File: src/rtl/mem_port_arbiter_if.sv
// Requester-side handshake and memory-array bus for mem_port_arbiter.
// The slave modport is the arbiter's view; master is the requester/array side.
interface mem_port_arbiter_if;
    // Requester A
    logic       a_req;
    logic       a_we;
    logic [1:0] a_addr;
    logic [7:0] a_wdata;
    logic       a_ack;
    logic [7:0] a_rdata;
    // Requester B
    logic       b_req;
    logic       b_we;
    logic [1:0] b_addr;
    logic [7:0] b_wdata;
    logic       b_ack;
    logic [7:0] b_rdata;
    // Byte-memory array
    logic [1:0] mem_addr;
    logic [7:0] mem_data;
    logic       mem_store;
    logic [7:0] mem_rdata;
    // Status
    logic       busy;

    modport slave (
        input  a_req, a_we, a_addr, a_wdata,
        input  b_req, b_we, b_addr, b_wdata,
        input  mem_rdata,
        output a_ack, a_rdata, b_ack, b_rdata,
        output mem_addr, mem_data, mem_store, busy
    );

    modport master (
        output a_req, a_we, a_addr, a_wdata,
        output b_req, b_we, b_addr, b_wdata,
        output mem_rdata,
        input  a_ack, a_rdata, b_ack, b_rdata,
        input  mem_addr, mem_data, mem_store, busy
    );
endinterface

File: src/rtl/mem_port_arbiter.sv
// Two-requester round-robin arbiter and access sequencer for a 4 x 8-bit
// level-sensitive byte-memory array. Writes run setup -> store strobe -> hold
// so address and data never move while mem_store is high. All outputs are
// registered.
module mem_port_arbiter #(
    parameter int unsigned STORE_CYCLES = 1   // mem_store pulse width, 1..15
) (
    input  logic                clk,
    input  logic                rst_n,
    mem_port_arbiter_if.slave   bus
);

    typedef enum logic [2:0] {
        IDLE   = 3'd0,
        SETUP  = 3'd1,
        STROBE = 3'd2,
        HOLD   = 3'd3,
        READ   = 3'd4,
        ACK    = 3'd5
    } state_e;

    typedef enum logic {
        REQ_A = 1'b0,
        REQ_B = 1'b1
    } req_e;

    // Strobe counter load value: counts down to zero across the pulse.
    localparam logic [3:0] STROBE_LAST = 4'(STORE_CYCLES - 1);

    state_e     state_q,     state_d;
    req_e       sel_q,       sel_d;
    req_e       last_q,      last_d;
    logic       we_q,        we_d;
    logic [3:0] cnt_q,       cnt_d;
    logic [1:0] mem_addr_q,  mem_addr_d;
    logic [7:0] mem_data_q,  mem_data_d;
    logic       mem_store_q, mem_store_d;
    logic       a_ack_q,     a_ack_d;
    logic       b_ack_q,     b_ack_d;
    logic [7:0] a_rdata_q,   a_rdata_d;
    logic [7:0] b_rdata_q,   b_rdata_d;
    logic       busy_q,      busy_d;
    logic       grant_b;

    // B wins when it is the only requester, or on contention when A went last.
    assign grant_b = bus.b_req && (!bus.a_req || last_q == REQ_A);

    // Next-state and registered-output decode for the access sequencer.
    always_comb begin
        // NOTE: every signal gets a default before the case so no path can
        // leave one unassigned and infer a latch.
        state_d     = state_q;
        sel_d       = sel_q;
        last_d      = last_q;
        we_d        = we_q;
        cnt_d       = cnt_q;
        mem_addr_d  = mem_addr_q;
        mem_data_d  = mem_data_q;
        mem_store_d = 1'b0;
        a_ack_d     = 1'b0;
        b_ack_d     = 1'b0;
        a_rdata_d   = a_rdata_q;
        b_rdata_d   = b_rdata_q;
        busy_d      = busy_q;

        unique case (state_q)
            IDLE: begin
                if (bus.a_req || bus.b_req) begin
                    sel_d      = grant_b ? REQ_B : REQ_A;
                    last_d     = grant_b ? REQ_B : REQ_A;
                    we_d       = grant_b ? bus.b_we    : bus.a_we;
                    mem_addr_d = grant_b ? bus.b_addr  : bus.a_addr;
                    mem_data_d = grant_b ? bus.b_wdata : bus.a_wdata;
                    busy_d     = 1'b1;
                    state_d    = SETUP;
                end
            end
            SETUP: begin
                if (we_q) begin
                    mem_store_d = 1'b1;
                    cnt_d       = STROBE_LAST;
                    state_d     = STROBE;
                end else begin
                    state_d     = READ;
                end
            end
            STROBE: begin
                if (cnt_q == 4'd0) begin
                    state_d     = HOLD;
                end else begin
                    cnt_d       = cnt_q - 4'd1;
                    mem_store_d = 1'b1;
                end
            end
            HOLD: begin
                a_ack_d = (sel_q == REQ_A);
                b_ack_d = (sel_q == REQ_B);
                state_d = ACK;
            end
            READ: begin
                a_ack_d = (sel_q == REQ_A);
                b_ack_d = (sel_q == REQ_B);
                if (sel_q == REQ_A) a_rdata_d = bus.mem_rdata;
                else                b_rdata_d = bus.mem_rdata;
                state_d = ACK;
            end
            ACK: begin
                busy_d  = 1'b0;
                state_d = IDLE;
            end
            default: begin
                busy_d  = 1'b0;
                state_d = IDLE;
            end
        endcase
    end

    // State and output registers; reset aborts any access without an ack.
    always_ff @(posedge clk or negedge rst_n) begin
        if (!rst_n) begin
            state_q     <= IDLE;
            sel_q       <= REQ_A;
            last_q      <= REQ_B;
            we_q        <= 1'b0;
            cnt_q       <= 4'd0;
            mem_addr_q  <= 2'd0;
            mem_data_q  <= 8'd0;
            mem_store_q <= 1'b0;
            a_ack_q     <= 1'b0;
            b_ack_q     <= 1'b0;
            a_rdata_q   <= 8'd0;
            b_rdata_q   <= 8'd0;
            busy_q      <= 1'b0;
        end else begin
            // NOTE: non-blocking assignments so every register updates from
            // the same pre-edge values regardless of statement order.
            state_q     <= state_d;
            sel_q       <= sel_d;
            last_q      <= last_d;
            we_q        <= we_d;
            cnt_q       <= cnt_d;
            mem_addr_q  <= mem_addr_d;
            mem_data_q  <= mem_data_d;
            mem_store_q <= mem_store_d;
            a_ack_q     <= a_ack_d;
            b_ack_q     <= b_ack_d;
            a_rdata_q   <= a_rdata_d;
            b_rdata_q   <= b_rdata_d;
            busy_q      <= busy_d;
        end
    end

    assign bus.mem_addr  = mem_addr_q;
    assign bus.mem_data  = mem_data_q;
    assign bus.mem_store = mem_store_q;
    assign bus.a_ack     = a_ack_q;
    assign bus.b_ack     = b_ack_q;
    assign bus.a_rdata   = a_rdata_q;
    assign bus.b_rdata   = b_rdata_q;
    assign bus.busy      = busy_q;

endmodule

File: src/flat_wrapper.sv
// flat-port wrapper written by rule: the top's interface ports become plain ports
module mem_port_arbiter_flat 
#(
    parameter int unsigned STORE_CYCLES = 1                                  
)
  (clk, rst_n, bus_a_req, bus_a_we, bus_a_addr, bus_a_wdata, bus_b_req, bus_b_we, bus_b_addr, bus_b_wdata, bus_mem_rdata, bus_a_ack, bus_a_rdata, bus_b_ack, bus_b_rdata, bus_mem_addr, bus_mem_data, bus_mem_store, bus_busy);
  mem_port_arbiter_if bus_i ();
  input  logic clk;
  input  logic rst_n;
  input wire logic [$bits(bus_i.a_req)-1:0] bus_a_req;
  input wire logic [$bits(bus_i.a_we)-1:0] bus_a_we;
  input wire logic [$bits(bus_i.a_addr)-1:0] bus_a_addr;
  input wire logic [$bits(bus_i.a_wdata)-1:0] bus_a_wdata;
  input wire logic [$bits(bus_i.b_req)-1:0] bus_b_req;
  input wire logic [$bits(bus_i.b_we)-1:0] bus_b_we;
  input wire logic [$bits(bus_i.b_addr)-1:0] bus_b_addr;
  input wire logic [$bits(bus_i.b_wdata)-1:0] bus_b_wdata;
  input wire logic [$bits(bus_i.mem_rdata)-1:0] bus_mem_rdata;
  output wire logic [$bits(bus_i.a_ack)-1:0] bus_a_ack;
  output wire logic [$bits(bus_i.a_rdata)-1:0] bus_a_rdata;
  output wire logic [$bits(bus_i.b_ack)-1:0] bus_b_ack;
  output wire logic [$bits(bus_i.b_rdata)-1:0] bus_b_rdata;
  output wire logic [$bits(bus_i.mem_addr)-1:0] bus_mem_addr;
  output wire logic [$bits(bus_i.mem_data)-1:0] bus_mem_data;
  output wire logic [$bits(bus_i.mem_store)-1:0] bus_mem_store;
  output wire logic [$bits(bus_i.busy)-1:0] bus_busy;
  assign bus_i.a_req = bus_a_req;
  assign bus_i.a_we = bus_a_we;
  assign bus_i.a_addr = bus_a_addr;
  assign bus_i.a_wdata = bus_a_wdata;
  assign bus_i.b_req = bus_b_req;
  assign bus_i.b_we = bus_b_we;
  assign bus_i.b_addr = bus_b_addr;
  assign bus_i.b_wdata = bus_b_wdata;
  assign bus_i.mem_rdata = bus_mem_rdata;
  assign bus_a_ack = bus_i.a_ack;
  assign bus_a_rdata = bus_i.a_rdata;
  assign bus_b_ack = bus_i.b_ack;
  assign bus_b_rdata = bus_i.b_rdata;
  assign bus_mem_addr = bus_i.mem_addr;
  assign bus_mem_data = bus_i.mem_data;
  assign bus_mem_store = bus_i.mem_store;
  assign bus_busy = bus_i.busy;
  mem_port_arbiter #(.STORE_CYCLES(STORE_CYCLES)) u_core (.clk(clk), .rst_n(rst_n), .bus(bus_i));
endmodule
File: config.mk
export PLATFORM = sky130hd
export DESIGN_NAME = mem_port_arbiter_flat
export DESIGN_NICKNAME = d
export VERILOG_FILES = /design/src/rtl/mem_port_arbiter_if.sv /design/src/rtl/mem_port_arbiter.sv /design/src/flat_wrapper.sv
export SDC_FILE = /design/constraint.sdc
export NUM_CORES = 1
export LEC_CHECK = 0
export CAP_MARGIN = 25
export CELL_PAD_IN_SITES_DETAIL_PLACEMENT = 1
export CELL_PAD_IN_SITES_GLOBAL_PLACEMENT = 1
export CORE_MARGIN = 4
export CORE_UTILIZATION = 35
export DETAILED_ROUTE_END_ITERATION = 7
export PLACE_DENSITY_LB_ADDON = 0.3
export SYNTH_ARGS = -nofsm -noshare
export SYNTH_HDL_FRONTEND = slang
export SYNTH_SLANG_ARGS = --single-unit
File: constraint.sdc
create_clock -name clk -period 2.3 [get_ports clk]
set_clock_uncertainty 0.2 [all_clocks]
set_input_delay 0.46 -clock clk [delete_from_list [all_inputs] [get_ports clk]]
set_output_delay 0.46 -clock clk [all_outputs]
set_load 0.01 [all_outputs]
==> reports/summary.log <==
INFO  setup_path     critPathCaptureType=register
INFO  timing         timing.final.crit_share=85.9%
INFO  route          drt_wl_total=4260um
INFO  final_layout   num_antenna_cells=0
INFO  global_route   maximum_number_of_pins_on_one_net_before_global_route_repair=41
INFO  synth          synthTopCellsByArea=sky130_fd_sc_hd__dfrtp_1 54%, sky130_fd_sc_hd__mux2_2 24%, sky130_fd_sc_hd__nor2_8 2.2%, sky130_fd_sc_hd__mux2i_1 1.7%, sky130_fd_sc_hd__dfstp_2 1.5%
INFO  timing         worst_slew_pin_slew=0.377ns
INFO  final_layout   area.growth.synth_to_final=48.9%
INFO  clock_network  ctsResizeCount=0
INFO  die            die_height=79.8um
INFO  min_path       classification_of_the_worst_slack_hold_path=reg -> reg
INFO  synth          synth_sequential_area_ratio=55.5%
INFO  final_layout   fraction_of_final_layout_cells_with_drive_strength_greater_than_1=30.3%
INFO  outcome        run_status=complete, no violations
INFO  clock_network  cts-buffers-inserted=5
INFO  clock_network  postCtsSetupRepairBufs=0
INFO  power          post-layout-total-power=3.51mW
INFO  synth          postSynthRegisterBits=40
INFO  setup_path     reg2reg_to=u_core.bus.a_rdata[6]$_DFFE_PN0P_
INFO  power          vdd_drop_max=0.567mV
INFO  timing         max-slew-margin-rel=74.6%
INFO  clock_network  clock_insertion_delay_worst_skew=0.29ns
INFO  placed_design  port_buffer_count=63
INFO  route          drc_errors=0
INFO  synth          syn-mean-instance-area=14.3squm
INFO  setup_path     path_max_fanout=9
INFO  run            cap_violations=0
INFO  die            area_of_the_die=6370squm
INFO  synth          synthArstFlopShare=100%
INFO  timing         hold-worst-slack=0.310ns
INFO  clock_network  cts_tree=yes
INFO  route          num_vias=1271
INFO  setup_path     critPathKind=in -> reg
INFO  power          power.density_cell_area=1310nW/um^2
INFO  die            placementRows=25
INFO  synth          ys_dominant_reg_cell=sky130_fd_sc_hd__dfrtp_1
INFO  synth          post-synth-top-area-cell=sky130_fd_sc_hd__dfrtp_1
INFO  setup_path     worst-r2r-setup-slack=0.43ns
INFO  global_route   wire_length_of_the_first_global_routing_pass=7290um
INFO  synth          top_count_cell_post_synth=sky130_fd_sc_hd__dfrtp_1
INFO  route          detail-route-antenna-nets=0
INFO  global_route   number_of_global_route_vias_before_repair=1462
INFO  clock_network  clock_slew_seen_by_the_registers_of_the_worst_setup_and_hold_paths=0.07ns
INFO  final_layout   final_core_utilization=55.5%
INFO  min_path       holdPathEnd=u_core.bus.mem_addr[1]$_DFFE_PN0P_
INFO  final_layout   design.final.nets=236
INFO  placed_design  dpl.hpwl=3220um
INFO  clock_network  ctsLongestPathBuffers=2
INFO  placed_design  gpl_wtd_cong=0.717
INFO  global_route   overflow=0
INFO  clock_network  ctsRootBufferMaster=sky130_fd_sc_hd__clkbuf_8
INFO  route          detail_route.wl_per_cell=15.9um
INFO  timing         maximum_operating_frequency=506MHz
INFO  timing         setup_viol_count_final=0
INFO  die            top_level_ports=64
INFO  die            floorplan.core_area=4850squm
INFO  setup_path     worst_ep_required_time=2.27ns
INFO  global_route   grt_usage=14.8%
INFO  synth          synthesis.nets=162
INFO  synth          synthCells=126
INFO  global_route   grt_antenna_before_repair=0
INFO  synth          yosys.cell_types.count=29
INFO  final_layout   layout.filler_cells=490
INFO  min_path       hold-path-cell-count=1
INFO  setup_path     critical_path_launch_point_type=input port
INFO  setup_path     most_frequent_cp_cell=sky130_fd_sc_hd__mux2_2
INFO  die            floorplan.initialDensity=37.2%
INFO  timing         tns=0ns
INFO  synth          synth_top_cells_by_count=39 x sky130_fd_sc_hd__dfrtp_1, 38 x sky130_fd_sc_hd__mux2_2, 5 x sky130_fd_sc_hd__inv_1
INFO  die            fp.dieW=79.8um
INFO  timing         period_minus_slack=1.98ns
INFO  min_path       min-delay-start=u_core.bus.mem_addr[1]$_DFFE_PN0P_
INFO  setup_path     critical_path.slowest_cell=sky130_fd_sc_hd__clkdlybuf4s50_1
INFO  timing         timing.final.max_slew_violations=0
INFO  synth          yosysWarnings=0
INFO  route          firstDrtPassIters=4
INFO  timing         grt_setup_unrepaired=no
INFO  clock_network  postCtsHoldBufs=1
INFO  route          first_iter_violations=39
INFO  power          leakage=1.16nW
INFO  clock_network  clock_sink_count=40
INFO  setup_path     worst_r2r_path_depth=3
INFO  synth          number_of_flops_mapped_to_enable_cells_by_yosys=0
INFO  route          post_drt_via_cell_ratio=4.74
INFO  setup_path     worst_r2r_startpoint=u_core.state_q[2]$_DFFE_PN0P_
INFO  synth          synth_top_area_share=54.1%
INFO  setup_path     crit_arrival=1.95ns
INFO  synth          netlist_area=1810squm
INFO  setup_path     cp_slowest_stage_delay=0.47ns
INFO  clock_network  ctsHtreeMaxLevel=2
INFO  timing         finalHoldViolations=0
INFO  setup_path     crit_chain=clkdlybuf4s50_1 -> a21boi_1 -> buf_4 -> mux2_2 -> mux2_2
## worst max path at each step
stage                         start                                 end  cells past startpoint
after floorplan           bus_b_req  u_core.bus.mem_data[4]$_DFFE_PN0P_                      4
after global placement    bus_b_req  u_core.bus.mem_data[7]$_DFFE_PN0P_                      5
after detailed placement  bus_b_req  u_core.bus.mem_data[4]$_DFFE_PN0P_                      5
after CTS                 bus_b_req  u_core.bus.mem_data[4]$_DFFE_PN0P_                      5
after global routing      bus_b_req  u_core.bus.mem_data[4]$_DFFE_PN0P_                      5
final                     bus_b_req  u_core.bus.mem_data[4]$_DFFE_PN0P_                      5
## worst max-delay path: cells and delay by family
family	cells	cell delay (ns)
AO/OA/AOI/OAI	1	0.20
buffers and inverters	2	0.68
multiplexers	2	0.60
## registers in the layout (all words and copies together) (netlist names)
signal                cells
u_core.bus.busy           1
u_core.sel_q              1
u_core.bus.b_rdata        8
u_core.bus.a_ack          1
u_core.state_q            3
u_core.bus.mem_addr       2
u_core.last_q             1
u_core.bus.b_ack          1
u_core.bus.mem_store      1
u_core.we_q               1
u_core.cnt_q              4
u_core.bus.mem_data       8
u_core.bus.a_rdata        8
## power breakdown
part	internal, mW	switching [mW]
Clock	0.383	0.238
Combinational	0.977	0.611
Sequential	1.05	0.252
## cells in the final DEF, fill, tap and decap left out, drive strengths merged
master | Yosys | final
a211oi | 1 | 1
a21boi | 3 | 3
a21o | 1 | 1
a31o | 1 | 1
and2b | 2 | 2
buf | 2 | 7
bufinv | 0 | 1
clkbuf | 1 | 7
clkdlybuf4s50 | 0 | 62
dfrtp | 39 | 39
dfstp | 1 | 1
dlygate4sd3 | 0 | 1
ha | 2 | 2
inv | 5 | 5
mux2 | 39 | 39
mux2i | 3 | 3
nand2 | 2 | 2
nand2b | 1 | 1
nand4b | 1 | 1
nand4bb | 1 | 1
nor2 | 6 | 6
nor3 | 2 | 2
nor3b | 2 | 2
nor4 | 1 | 1
o21a | 1 | 1
o21ai | 5 | 5
o31ai | 1 | 1
or3b | 2 | 2
or4 | 1 | 1
## cell families (layout without fill, tap and decap cells)
| group | count (synthesis) | after routing | synth area share (%) |
|---|---|---|---|
| multiplexers | 42 | 42 | 26.0 |
| flip-flops | 40 | 40 | 55.5 |
| AND/OR/NAND/NOR | 21 | 21 | 9.98 |
| AO/OA/AOI/OAI | 13 | 13 | 4.99 |
| buffers and inverters | 8 | 83 | 2.15 |
| adder cells (fa/ha/maj) | 2 | 2 | 1.39 |
## metrics by stage
stage,instance area [sq um],worst slack [ns],std cells
2_1_floorplan,1810,0.335,126
3_3_place_gp,2550,0.0527,259
3_5_place_dp,2550,0.0188,259
4_1_cts,2690,0.328,268
5_1_grt,2690,0.239,268
6_report,2690,0.324,268
## cell type report
cell class | instances | area [sq um] | share of cell area, %
Timing Repair Buffer | 70 | 693 | 25.8
Multi-Input combinational cell | 78 | 764 | 28.4
Clock buffer | 7 | 96.3 | 3.58
Sequential cell | 40 | 1000 | 37.3
Tap cell | 67 | 83.8 | 3.12
Clock inverter | 1 | 30.0 | 1.12
Inverter | 5 | 18.8 | 0.698
## layer usage
layer	up-vias	track usage, %	share of wire (%)
met2	28	26.5	54
met5	-	0	0
met1	637	17.0	41
met3	6	4.18	4.3
li1	600	-	-
met4	0	4.56	1.1
Note: power is estimated with default switching activity, not from simulation.
